**src/rtl/temp_conv_seq_if.sv**
```systemverilog
// Conversion request/result bundle: operand, unit select and load/start in; result and status out.
interface temp_conv_seq_if #(
  parameter int W  = 8,
  parameter int QW = 10
);
  logic signed [W-1:0]  X;
  logic [1:0]           sel;
  logic                 ld;
  logic                 st;
  logic signed [QW-1:0] Q;
  logic                 busy;
  logic                 done;
  logic                 ovf;

  modport master (output X, sel, ld, st, input Q, busy, done, ovf);
  modport slave  (input X, sel, ld, st, output Q, busy, done, ovf);
endinterface

```
**src/rtl/temp_conv_seq.sv**
```systemverilog
// Celsius -> F/C/K converter; done 2 cycles after st (C/K) or W+6 cycles (F, serial /5); ld/st ignored while busy.
// Define TEMP_CONV_SAT_EN to clamp out-of-range results instead of wrapping (ovf is raised either way).
module temp_conv_seq #(
  parameter int W  = 8,
  parameter int QW = 10
) (
  input  logic            clk,
  input  logic            clr,
  temp_conv_seq_if.slave  bus
);
  localparam int NW = W + 4;
  localparam int RW = (W + 10 > QW) ? W + 10 : QW + 1;
  localparam int CW = $clog2(NW);

  localparam logic [1:0] S_IDLE = 2'd0;
  localparam logic [1:0] S_CALC = 2'd1;
  localparam logic [1:0] S_DIV  = 2'd2;
  localparam logic [1:0] S_DONE = 2'd3;

  localparam logic signed [RW-1:0] QMAX = {{(RW-QW+1){1'b0}}, {(QW-1){1'b1}}};
  localparam logic signed [RW-1:0] QMIN = {{(RW-QW+1){1'b1}}, {(QW-1){1'b0}}};
  localparam logic signed [RW-1:0] K273 = RW'(273);

  logic [1:0]           state_q, state_d;
  logic signed [W-1:0]  op_q, op_d;
  logic [1:0]           sel_q, sel_d;
  logic [NW-1:0]        dvd_q, dvd_d;
  logic [3:0]           rem_q, rem_d;
  logic [CW-1:0]        cnt_q, cnt_d;
  logic                 neg_q, neg_d;
  logic signed [QW-1:0] q_q, q_d;
  logic                 ovf_q, ovf_d;
  logic                 done_q, done_d;

  logic [NW-1:0]        op_n, n_val, n_abs, quo;
  logic [4:0]           rem_sh;
  logic                 rem_ge;
  logic signed [RW-1:0] op_ext, res;
  logic                 res_hi, res_lo;
  logic signed [QW-1:0] q_fit;

  // N = 9*op + 160, so F = N / 5 truncated toward zero
  assign op_n   = {{4{op_q[W-1]}}, op_q};
  assign n_val  = (op_n << 3) + op_n + NW'(160);
  assign n_abs  = n_val[NW-1] ? (~n_val + NW'(1)) : n_val;
  assign rem_sh = {rem_q, dvd_q[NW-1]};
  assign rem_ge = (rem_sh >= 5'd5);
  assign quo    = neg_q ? (~dvd_q + NW'(1)) : dvd_q;
  assign op_ext = {{(RW-W){op_q[W-1]}}, op_q};

  always_comb begin
    res = op_ext;
    case (sel_q)
      2'b00:   res = {{(RW-NW){quo[NW-1]}}, quo};
      2'b01:   res = op_ext;
      default: res = op_ext + K273;
    endcase
  end

  assign res_hi = (res > QMAX);
  assign res_lo = (res < QMIN);

`ifdef TEMP_CONV_SAT_EN
  assign q_fit = res_hi ? QMAX[QW-1:0] : (res_lo ? QMIN[QW-1:0] : res[QW-1:0]);
`else
  assign q_fit = res[QW-1:0];
`endif

  always_comb begin
    state_d = state_q;
    op_d    = op_q;
    sel_d   = sel_q;
    dvd_d   = dvd_q;
    rem_d   = rem_q;
    cnt_d   = cnt_q;
    neg_d   = neg_q;
    q_d     = q_q;
    ovf_d   = ovf_q;
    done_d  = 1'b0;
    case (state_q)
      S_IDLE: begin
        if (bus.ld) op_d = bus.X;
        if (bus.st) begin
          sel_d   = bus.sel;
          state_d = S_CALC;
        end
      end
      S_CALC: begin
        dvd_d   = n_abs;
        neg_d   = n_val[NW-1];
        rem_d   = 4'd0;
        cnt_d   = '0;
        state_d = (sel_q == 2'b00) ? S_DIV : S_DONE;
      end
      S_DIV: begin
        // dividend shifts out the top while quotient bits fill in from the bottom
        dvd_d = {dvd_q[NW-2:0], rem_ge};
        rem_d = rem_ge ? (rem_sh[3:0] - 4'd5) : rem_sh[3:0];
        cnt_d = cnt_q + CW'(1);
        if (cnt_q == CW'(NW-1)) state_d = S_DONE;
      end
      default: begin
        q_d     = q_fit;
        ovf_d   = res_hi | res_lo;
        done_d  = 1'b1;
        state_d = S_IDLE;
      end
    endcase
  end

  always_ff @(posedge clk or negedge clr) begin
    if (!clr) begin
      state_q <= S_IDLE;
      op_q    <= '0;
      sel_q   <= 2'b00;
      dvd_q   <= '0;
      rem_q   <= 4'd0;
      cnt_q   <= '0;
      neg_q   <= 1'b0;
      q_q     <= '0;
      ovf_q   <= 1'b0;
      done_q  <= 1'b0;
    end else begin
      state_q <= state_d;
      op_q    <= op_d;
      sel_q   <= sel_d;
      dvd_q   <= dvd_d;
      rem_q   <= rem_d;
      cnt_q   <= cnt_d;
      neg_q   <= neg_d;
      q_q     <= q_d;
      ovf_q   <= ovf_d;
      done_q  <= done_d;
    end
  end

  assign bus.Q    = q_q;
  assign bus.ovf  = ovf_q;
  assign bus.done = done_q;
  assign bus.busy = (state_q != S_IDLE);
endmodule

```
**src/flat_wrapper.sv**
```systemverilog
// flat-port wrapper written by rule: the top's interface ports become plain ports
module temp_conv_seq_flat 
#(
  parameter int W  = 8,
  parameter int QW = 10
)
  (clk, clr, bus_X, bus_sel, bus_ld, bus_st, bus_Q, bus_busy, bus_done, bus_ovf);
  temp_conv_seq_if #(.W(W), .QW(QW)) bus_i ();
  input  logic clk;
  input  logic clr;
  input wire logic [$bits(bus_i.X)-1:0] bus_X;
  input wire logic [$bits(bus_i.sel)-1:0] bus_sel;
  input wire logic [$bits(bus_i.ld)-1:0] bus_ld;
  input wire logic [$bits(bus_i.st)-1:0] bus_st;
  output wire logic [$bits(bus_i.Q)-1:0] bus_Q;
  output wire logic [$bits(bus_i.busy)-1:0] bus_busy;
  output wire logic [$bits(bus_i.done)-1:0] bus_done;
  output wire logic [$bits(bus_i.ovf)-1:0] bus_ovf;
  assign bus_i.X = bus_X;
  assign bus_i.sel = bus_sel;
  assign bus_i.ld = bus_ld;
  assign bus_i.st = bus_st;
  assign bus_Q = bus_i.Q;
  assign bus_busy = bus_i.busy;
  assign bus_done = bus_i.done;
  assign bus_ovf = bus_i.ovf;
  temp_conv_seq #(.W(W), .QW(QW)) u_core (.clk(clk), .clr(clr), .bus(bus_i));
endmodule
```
**config.mk**
```make
export PLATFORM = sky130hd
export DESIGN_NAME = temp_conv_seq_flat
export DESIGN_NICKNAME = d
export VERILOG_FILES = /design/src/rtl/temp_conv_seq_if.sv /design/src/rtl/temp_conv_seq.sv /design/src/flat_wrapper.sv
export SDC_FILE = /design/constraint.sdc
export NUM_CORES = 1
export LEC_CHECK = 0
export ABC_AREA = 0
export CAP_MARGIN = 20
export CORE_ASPECT_RATIO = 2
export CORE_MARGIN = 1
export CORE_UTILIZATION = 53
export DETAILED_ROUTE_END_ITERATION = 8
export PLACE_DENSITY = 0.76
export SLEW_MARGIN = 20
export SYNTH_ARGS = -nofsm -noshare
export SYNTH_HDL_FRONTEND = slang
export SYNTH_SLANG_ARGS = --single-unit
```
**constraint.sdc**
```tcl
create_clock -name clk -period 3.09 [get_ports clk]
set_clock_uncertainty 0.2 [all_clocks]
set_input_delay 0.618 -clock clk [delete_from_list [all_inputs] [get_ports clk]]
set_output_delay 0.618 -clock clk [all_outputs]
set_load 0.01 [all_outputs]
```
Yosys cells after proc, flatten, opt, wreduce, memory -nomap -nowiden
Cells that the tools add are included.

$add $sub $neg: 7. Muxes and demuxes: 12. Eq/ne operators: 6. Reductions and logical operators: 8. $lt $le $gt $ge: 3. Bitwise operators: 3.

Operator list (number): case mux 18 bit (2 select lines) (1); adder 12 x 1 -> 12 bit, second input constant (2); two-way mux 12 bit (2); NOT 12 bit (2); case mux 12 bit (2 select lines) (1); > comparator 18 x 10 -> 1 bit, second input constant (1); < comparator 18 x 10 -> 1 bit, second input constant (1); case mux 4 bit (2 select lines) (2); adder 11 x 8 -> 12 bit (1); adder 12 x 8 -> 12 bit, second input constant (1); adder 8 x 10 -> 11 bit, second input constant (1); case mux 2 bit (3 select lines) (1); AND reduction 2 bit (3); greater-or-equal comparator 5 x 3 -> 1 bit, second input constant (1); adder 4 x 1 -> 4 bit, second input constant (1); == test 2 x 1 -> 1 bit, second input constant (2); == test 4 bit, second input constant (1); logical NOT 2 bit (2); two-way mux 2 bit (2); two-way mux 4 bit (1); nonzero test 2 bit (2); subtractor 4 x 3 -> 4 bit, second input constant (1); OR reduction 3 bit (1); == test 2 bit, second input constant (1); 4 further kinds (5).

Output and inout bits: 13. Logic and storage cells: 49. Input port bits: 14. Flip-flop bits (word level): 45.

Logic depth before layout (Yosys ltp)
Word-level depth: 6. Depth in mapped cells: 13. Mapped depth without buffers: 10.

Worst setup path before layout
OpenSTA, ideal clock, no wires.

Kind: flip-flop to flip-flop. Start: reg u_core.op_q[2]. End: reg u_core.dvd_q[6]. Period minus slack after synthesis: 3.234 ns. Library setup time: 0.069 ns. Setup slack: -0.144 ns. Stages on the path, launching flop included: 14. Arrival: 2.966 ns. Buffers on the path: 3. Data required time: 2.821 ns. Cell sequence: dfrtp_1 clkbuf_1 inv_1 ha_1 inv_1 ha_1 a21oi_1 nor2_1 or4_1 buf_2 and3_1 buf_6 or4_1 nand3_1.

Cells in the longest elaborated chain, start to end: 6.

RTL lines: start, declared (line temp_conv_seq.sv:25) `logic signed [W-1:0] op_q, op_d;`; start signal, assigned (line temp_conv_seq.sv:125) `op_q <= op_d;`; adder 11 x 8 -> 12 bit (*) (line temp_conv_seq.sv:44) `assign n_val = (op_n << 3) + op_n + NW'(160);`; adder 12 x 8 -> 12 bit (*) (line temp_conv_seq.sv:44); NOT 12 bit (line temp_conv_seq.sv:45) `assign n_abs = n_val[NW-1] ? (~n_val + NW'(1)) : n_val;`; adder 12 x 1 -> 12 bit (line temp_conv_seq.sv:45); two-way mux 12 bit (*) (line temp_conv_seq.sv:45); case mux 12 bit (2 select lines) (*) (line temp_conv_seq.sv:80) `case (state_q)`; end signal, assigned (line temp_conv_seq.sv:127) `dvd_q <= dvd_d;`; end, declared (line temp_conv_seq.sv:27) `logic [NW-1:0] dvd_q, dvd_d;`.

Mark *: on every way between the ends. The rest lies on a longest branch, timed or not. A chain may end at the register's enable or synchronous reset.

Worst setup path after layout
Start: reg u_core.op_q[4]. End: reg u_core.dvd_q[10].

The elaborated chain is that of the path after synthesis.

==> results.py <==
metrics = {
    "cts": {
        "cts_max_path_buffers": 2,
        "cts_buffers": 5,
        "htree_num_levels": 2,
        "cts_hold_buf": 0,
        "clk_latency_ps": 290,
        "cts_tree": "built",
        "cts_root_buf": "clkbuf_16",
        "clkSinkCount": 45,
        "clk_pin_slew_ps": 60,
    },
    "cells_and_area": {
        "area_delta_synth_final_pct": 17.09,
        "stdcell_count": 492,
        "final_nets": 466,
        "nFillCells": 517,
        "multi_input_area_mm2": 0.002028,
        "regArea_mm2": 0.001126,
        "drive_gt1_share_pct": 12.12,
        "final_core_util_pct": 64.81,
        "diodes": 0,
    },
    "yosys": {
        "muxShareOfSynthArea_pct": 5.984,
        "synth_top_family_by_area": "simple AND/OR/NAND/NOR gates",
        "synth_area_leaders": "dfrtp_1, ha_1, mux2_2",
        "yosys.area_share.xor_xnor_pct": 5.006,
        "ys_seq_elements": 45,
        "synthArstFlopShare_pct": 100.0,
        "synth_top_area_share_pct": 33.87,
        "syn-num-nets": 437,
        "synth_ff_type": "dfrtp_1",
        "synth_cell_types": 56,
        "avgSynthCellArea_um2": 8.332,
        "yosysWarnings": 0,
        "synthSimpleGateAreaFrac_pct": 20.25,
        "synth_compound_area_share_pct": 19.35,
        "syn_area_mm2": 0.003324,
        "yosysTopAreaCell": "dfrtp_1",
        "netlist_instances": 399,
        "synthAdderAreaFrac_pct": 9.259,
        "synth_most_common_cell": "dfrtp_1",
        "synth_edf_count": 0,
        "netlist_top_cells_count": "dfrtp_1, nand2_1, inv_1",
        "ys_seq_area_share_pct": 33.87,
    },
    "detailed_routing": {
        "dr.pass1.iters": 6,
        "post_drt_wl_per_cell_um": 17.43,
        "drtIter0Drc": 101,
        "vias": 3057,
        "wl_mm": 8.577,
        "viasPerCell": 6.213,
        "drc": 1,
        "postRouteAntennaNets": 0,
    },
    "timing": {
        "tns_ps": 0,
        "relSlewSlack_pct": 50.61,
        "period_needed_ps": 2950,
        "hold_viol_final": 0,
        "fmax_ghz": 0.3389,
        "rsz0062_at_grt": "false",
        "finalCritPeriodShare_pct": 95.48,
        "maxSlewViolCount": 0,
        "setup_violations": 0,
        "worst_pin_slew_ps": 740.9,
        "hold-worst-slack_ps": 121.2,
    },
    "die": {
        "io_pins": 27,
        "die-area_mm2": 0.006612,
        "die_h_um": 114.0,
        "die_w_um": 58,
        "coreArea_mm2": 0.006006,
        "num_rows": 40,
        "initial_utilization_pct": 55.35,
    },
    "global_routing": {
        "antenna_found_initial": 0,
        "first_global_vias": 3023,
        "grt_max_degree": 46,
        "grt_pass1_wl_mm": 13.98,
        "grt_usage_pct": 28.32,
        "overflow": 0,
    },
    "hold_path": {
        "hold_class": "in -> async",
    },
    "critical_path": {
        "crit_path_start_kind": "flop",
        "rr_worst_depth": 10,
        "critical_path_arrival_ps": 2930,
        "end_kind": "flop",
        "r2r-end": "u_core.dvd_q[10]",
        "r2r_start": "u_core.op_q[4]",
        "worstPathRequired_ps": 3070,
        "path_class": "reg -> reg",
        "path_max_fanout": 6,
        "ff2ff_setup_slack_ps": 140,
        "critical_path.startpoint": "u_core.op_q[4]",
    },
    "job": {
        "max_cap_viol_count": 0,
    },
    "outcome": {
        "outcome": "complete, but fails checks",
        "violations": "DRC",
    },
    "placement": {
        "io_buffers": 26,
        "placedCellCount": 483,
        "dp_hpwl_mm": 6.700,
        "gp_congestion": 0.9554,
    },
}
[placed cells by master (no fill, tap or decap), drive strengths merged, types with 15 or more instances in the layout]
master,count
buf,16
nor2,29
nand3,21
clkdlybuf4s50,25
nand2,39
ha,23
a21oi,27
o21ai,30
dfrtp,45
inv,34
xnor2,18
mux2,15
[repair_timing]
action / 4_1_cts / 5_1_grt
gates resized for setup: 0 / 6
endpoints found under the setup margin: 0 / 5
buffers inserted: 0 / 1
[through the flow]
step,cell area [um2],setup slack [ps]
5_1_grt,3892,26.16
3_5_place_dp,3682,98.98
4_1_cts,3844,80.20
2_1_floorplan,3328,4.836
6_report,3892,139.7
3_3_place_gp,3682,180.4
[routing by layer]
layer | up-vias | global-route usage, % | share of wire, %
li1 | 1478 | - | -
met1 | 1466 | 26.10 | 34
met2 | 73 | 53.79 | 57
met3 | 40 | 4.082 | 2.6
met4 | 0 | 19.68 | 6.1
met5 | - | 0 | 0
[worst max-delay path by stage]
stage,end,cells past startpoint
2_1_floorplan,u_core.dvd_q[6],13
3_3_place_gp,u_core.dvd_q[6],8
3_5_place_dp,u_core.dvd_q[10],8
4_1_cts,u_core.dvd_q[10],8
5_1_grt,u_core.dvd_q[6],10
6_report,u_core.dvd_q[10],10
[flip-flops by register name (all words and copies together) (netlist names), 2 cells and up]
signal,cells
u_core.state_q,2
u_core.sel_q,2
u_core.op_q,8
u_core.bus.Q,10
u_core.cnt_q,4
u_core.rem_q,4
u_core.dvd_q,12
[critical path, cell delays in order, from the launching register on]
cell and delay (ps):
dfrtp_1 430, ha_1 320, ha_1 220, inv_1 80
fa_1 410, nand2b_1 200, a2111o_1 420, o2111ai_1 180
a31oi_1 130, mux2i_1 180, nand2_1 60
[kinds of logic (layout without fill, tap and decap cells)]
family,after synthesis,count (layout)
AND/OR/NAND/NOR,137,137
AO/OA/AOI/OAI,103,103
buffers and inverters,53,83
flip-flops,45,45
XOR/XNOR,19,19
adder cells (fa/ha/maj),24,24
multiplexers,18,18
[layout make-up]
cell class | count | area share [%]
Multi-Input combinational cell | 301 | 52.11
Sequential cell | 45 | 28.93
Timing Repair Buffer | 41 | 9.515
Clock buffer | 7 | 3.922
Inverter | 34 | 3.279
Tap cell | 63 | 2.025
Clock inverter | 1 | 0.2250
Power is not shown: default switching activity piles up to over one toggle a cycle in this logic, so the estimate is an artifact.
==> RTL change 1: new RTL, config.mk and constraints unchanged <==
Build with the macro `TEMP_CONV_SAT_EN` defined.
--- a/src/rtl/temp_conv_seq.sv
+++ b/src/rtl/temp_conv_seq.sv
@@ -1,5 +1,7 @@
 // Celsius -> F/C/K converter; done 2 cycles after st (C/K) or W+6 cycles (F, serial /5); ld/st ignored while busy.
 // Define TEMP_CONV_SAT_EN to clamp out-of-range results instead of wrapping (ovf is raised either way).
+`define TEMP_CONV_SAT_EN
+
 module temp_conv_seq #(
   parameter int W  = 8,
   parameter int QW = 10
Function: no difference found for any inputs over 10 cycles, from zero or initial values; that may be too few to reach the edited logic, so the function may still have changed.
==> RTL change 1 against the unedited design <==
  * Area after synthesis is 1.5% higher
  * Worst setup slack got worse by 0.019 ns
  * Fmax decreased by 0.63%
  * First-iteration DRC count up 54%
  * Wire length up 5.7%
  * Design area grew 1.0%
  * Hold slack worse by 0.0035 ns
  * Sequential cell count did not move
Power is not shown: default switching activity piles up to over one toggle a cycle in this logic, so the estimate is an artifact.
==> RTL change 1: results <==
[worst_setup_path]
r2r_slack_ns = 0.12
crit_path_max_fanout = 7
cp_slowest_stage_delay_ns = 0.51
cp_top_family = simple AND/OR/NAND/NOR gates
arrival_ns = 3.00
slowest_stage = or4_4
rr_worst_depth = 8
r2r-end = u_core.dvd_q[8]$_DFFE_PN0P_
cp-startpoint = u_core.op_q[5]$_DFFE_PN0P_

[grt]
track_usage_pct = 28.7
antenna_found_initial = 0
grt_first_pass_wirelength_um = 14400
grt_max_degree = 46

[cells_and_area]
antennaDiodeCount = 0
drive_above_1_share_pct = 10.5
final_cells = 511
nets = 464
max_flop_register = u_core.dvd_q
largest_register_ffs = 12
multiInputGateArea_um2 = 2050
fill_cells = 529

[route]
drtIter0Drc = 156
wl_met3_um = 238
vias = 3081
routed_wl_um = 9070
wl_met1_um = 3290
wl_met2_um = 4960
dr.pass1.iters = 4
ant_nets = 0

[cts]
ctsLongestPathBuffers = 2
cts_max_level = 2

[outcome]
status = finished, final reports clean

[logic_synthesis]
ys_async_sr_fraction_pct = 100
synthesis.nets = 436
synth_fa_ha_area_share_pct = 9.12
yosysSeqAreaShare_pct = 33.4
synth.mux.area_fraction_pct = 4.82
synth_area_leaders = dfrtp_1 33%, ha_1 8.5%, a21oi_1 4.9%
synth_compound_area_share_pct = 22.2
synth_xor_area_share_pct = 4.15
synth_cell_types = 57
synth_cells = 398
yosys-top-cells-count = 45 x dfrtp_1, 36 x inv_1, 33 x a21oi_1

[timing]
min_period_over_period_pct = 96.1
worstMarginPinSlew_ns = 0.679
holdWs_ns = 0.118

[placement]
dp.cells = 503
gp_congestion = 0.948
dp_slack_ns = 0.0888
placed_area_um2 = 3760
dpl.hpwl_um = 6930
-- RTL change 1: layout make-up --
class,count,area share [%]
clock buffers,7,3.88
clock inverters,1,0.127
inverters,36,3.44
multi-input cells,299,52.1
flip-flops and latches,45,28.7
well taps,84,2.67
repair buffers,39,9.04
-- RTL change 1: timing repair --
| action | 4_1_cts | 5_1_grt |
|---|---|---|
| setup endpoints to repair | 0 | 3 |
| resized for setup | 0 | 4 |
| buffers inserted | 0 | 0 |
| hold buffers | 0 | 0 |
-- RTL change 1: routing by layer --
layer  up-vias  GRT usage (%)
met2        76           51.9
li1       1506              -
met5         -              0
met1      1470           28.5
met4         0           21.6
met3        29           3.94
-- RTL change 1: worst register-to-register path, delay by kind of cell, from the launching register on --
| family | cells | cell delay, ns |
|---|---|---|
| adder cells (fa/ha/maj) | 2 | 0.66 |
| flip-flops | 1 | 0.45 |
| AND/OR/NAND/NOR | 5 | 1.44 |
| AO/OA/AOI/OAI | 1 | 0.16 |
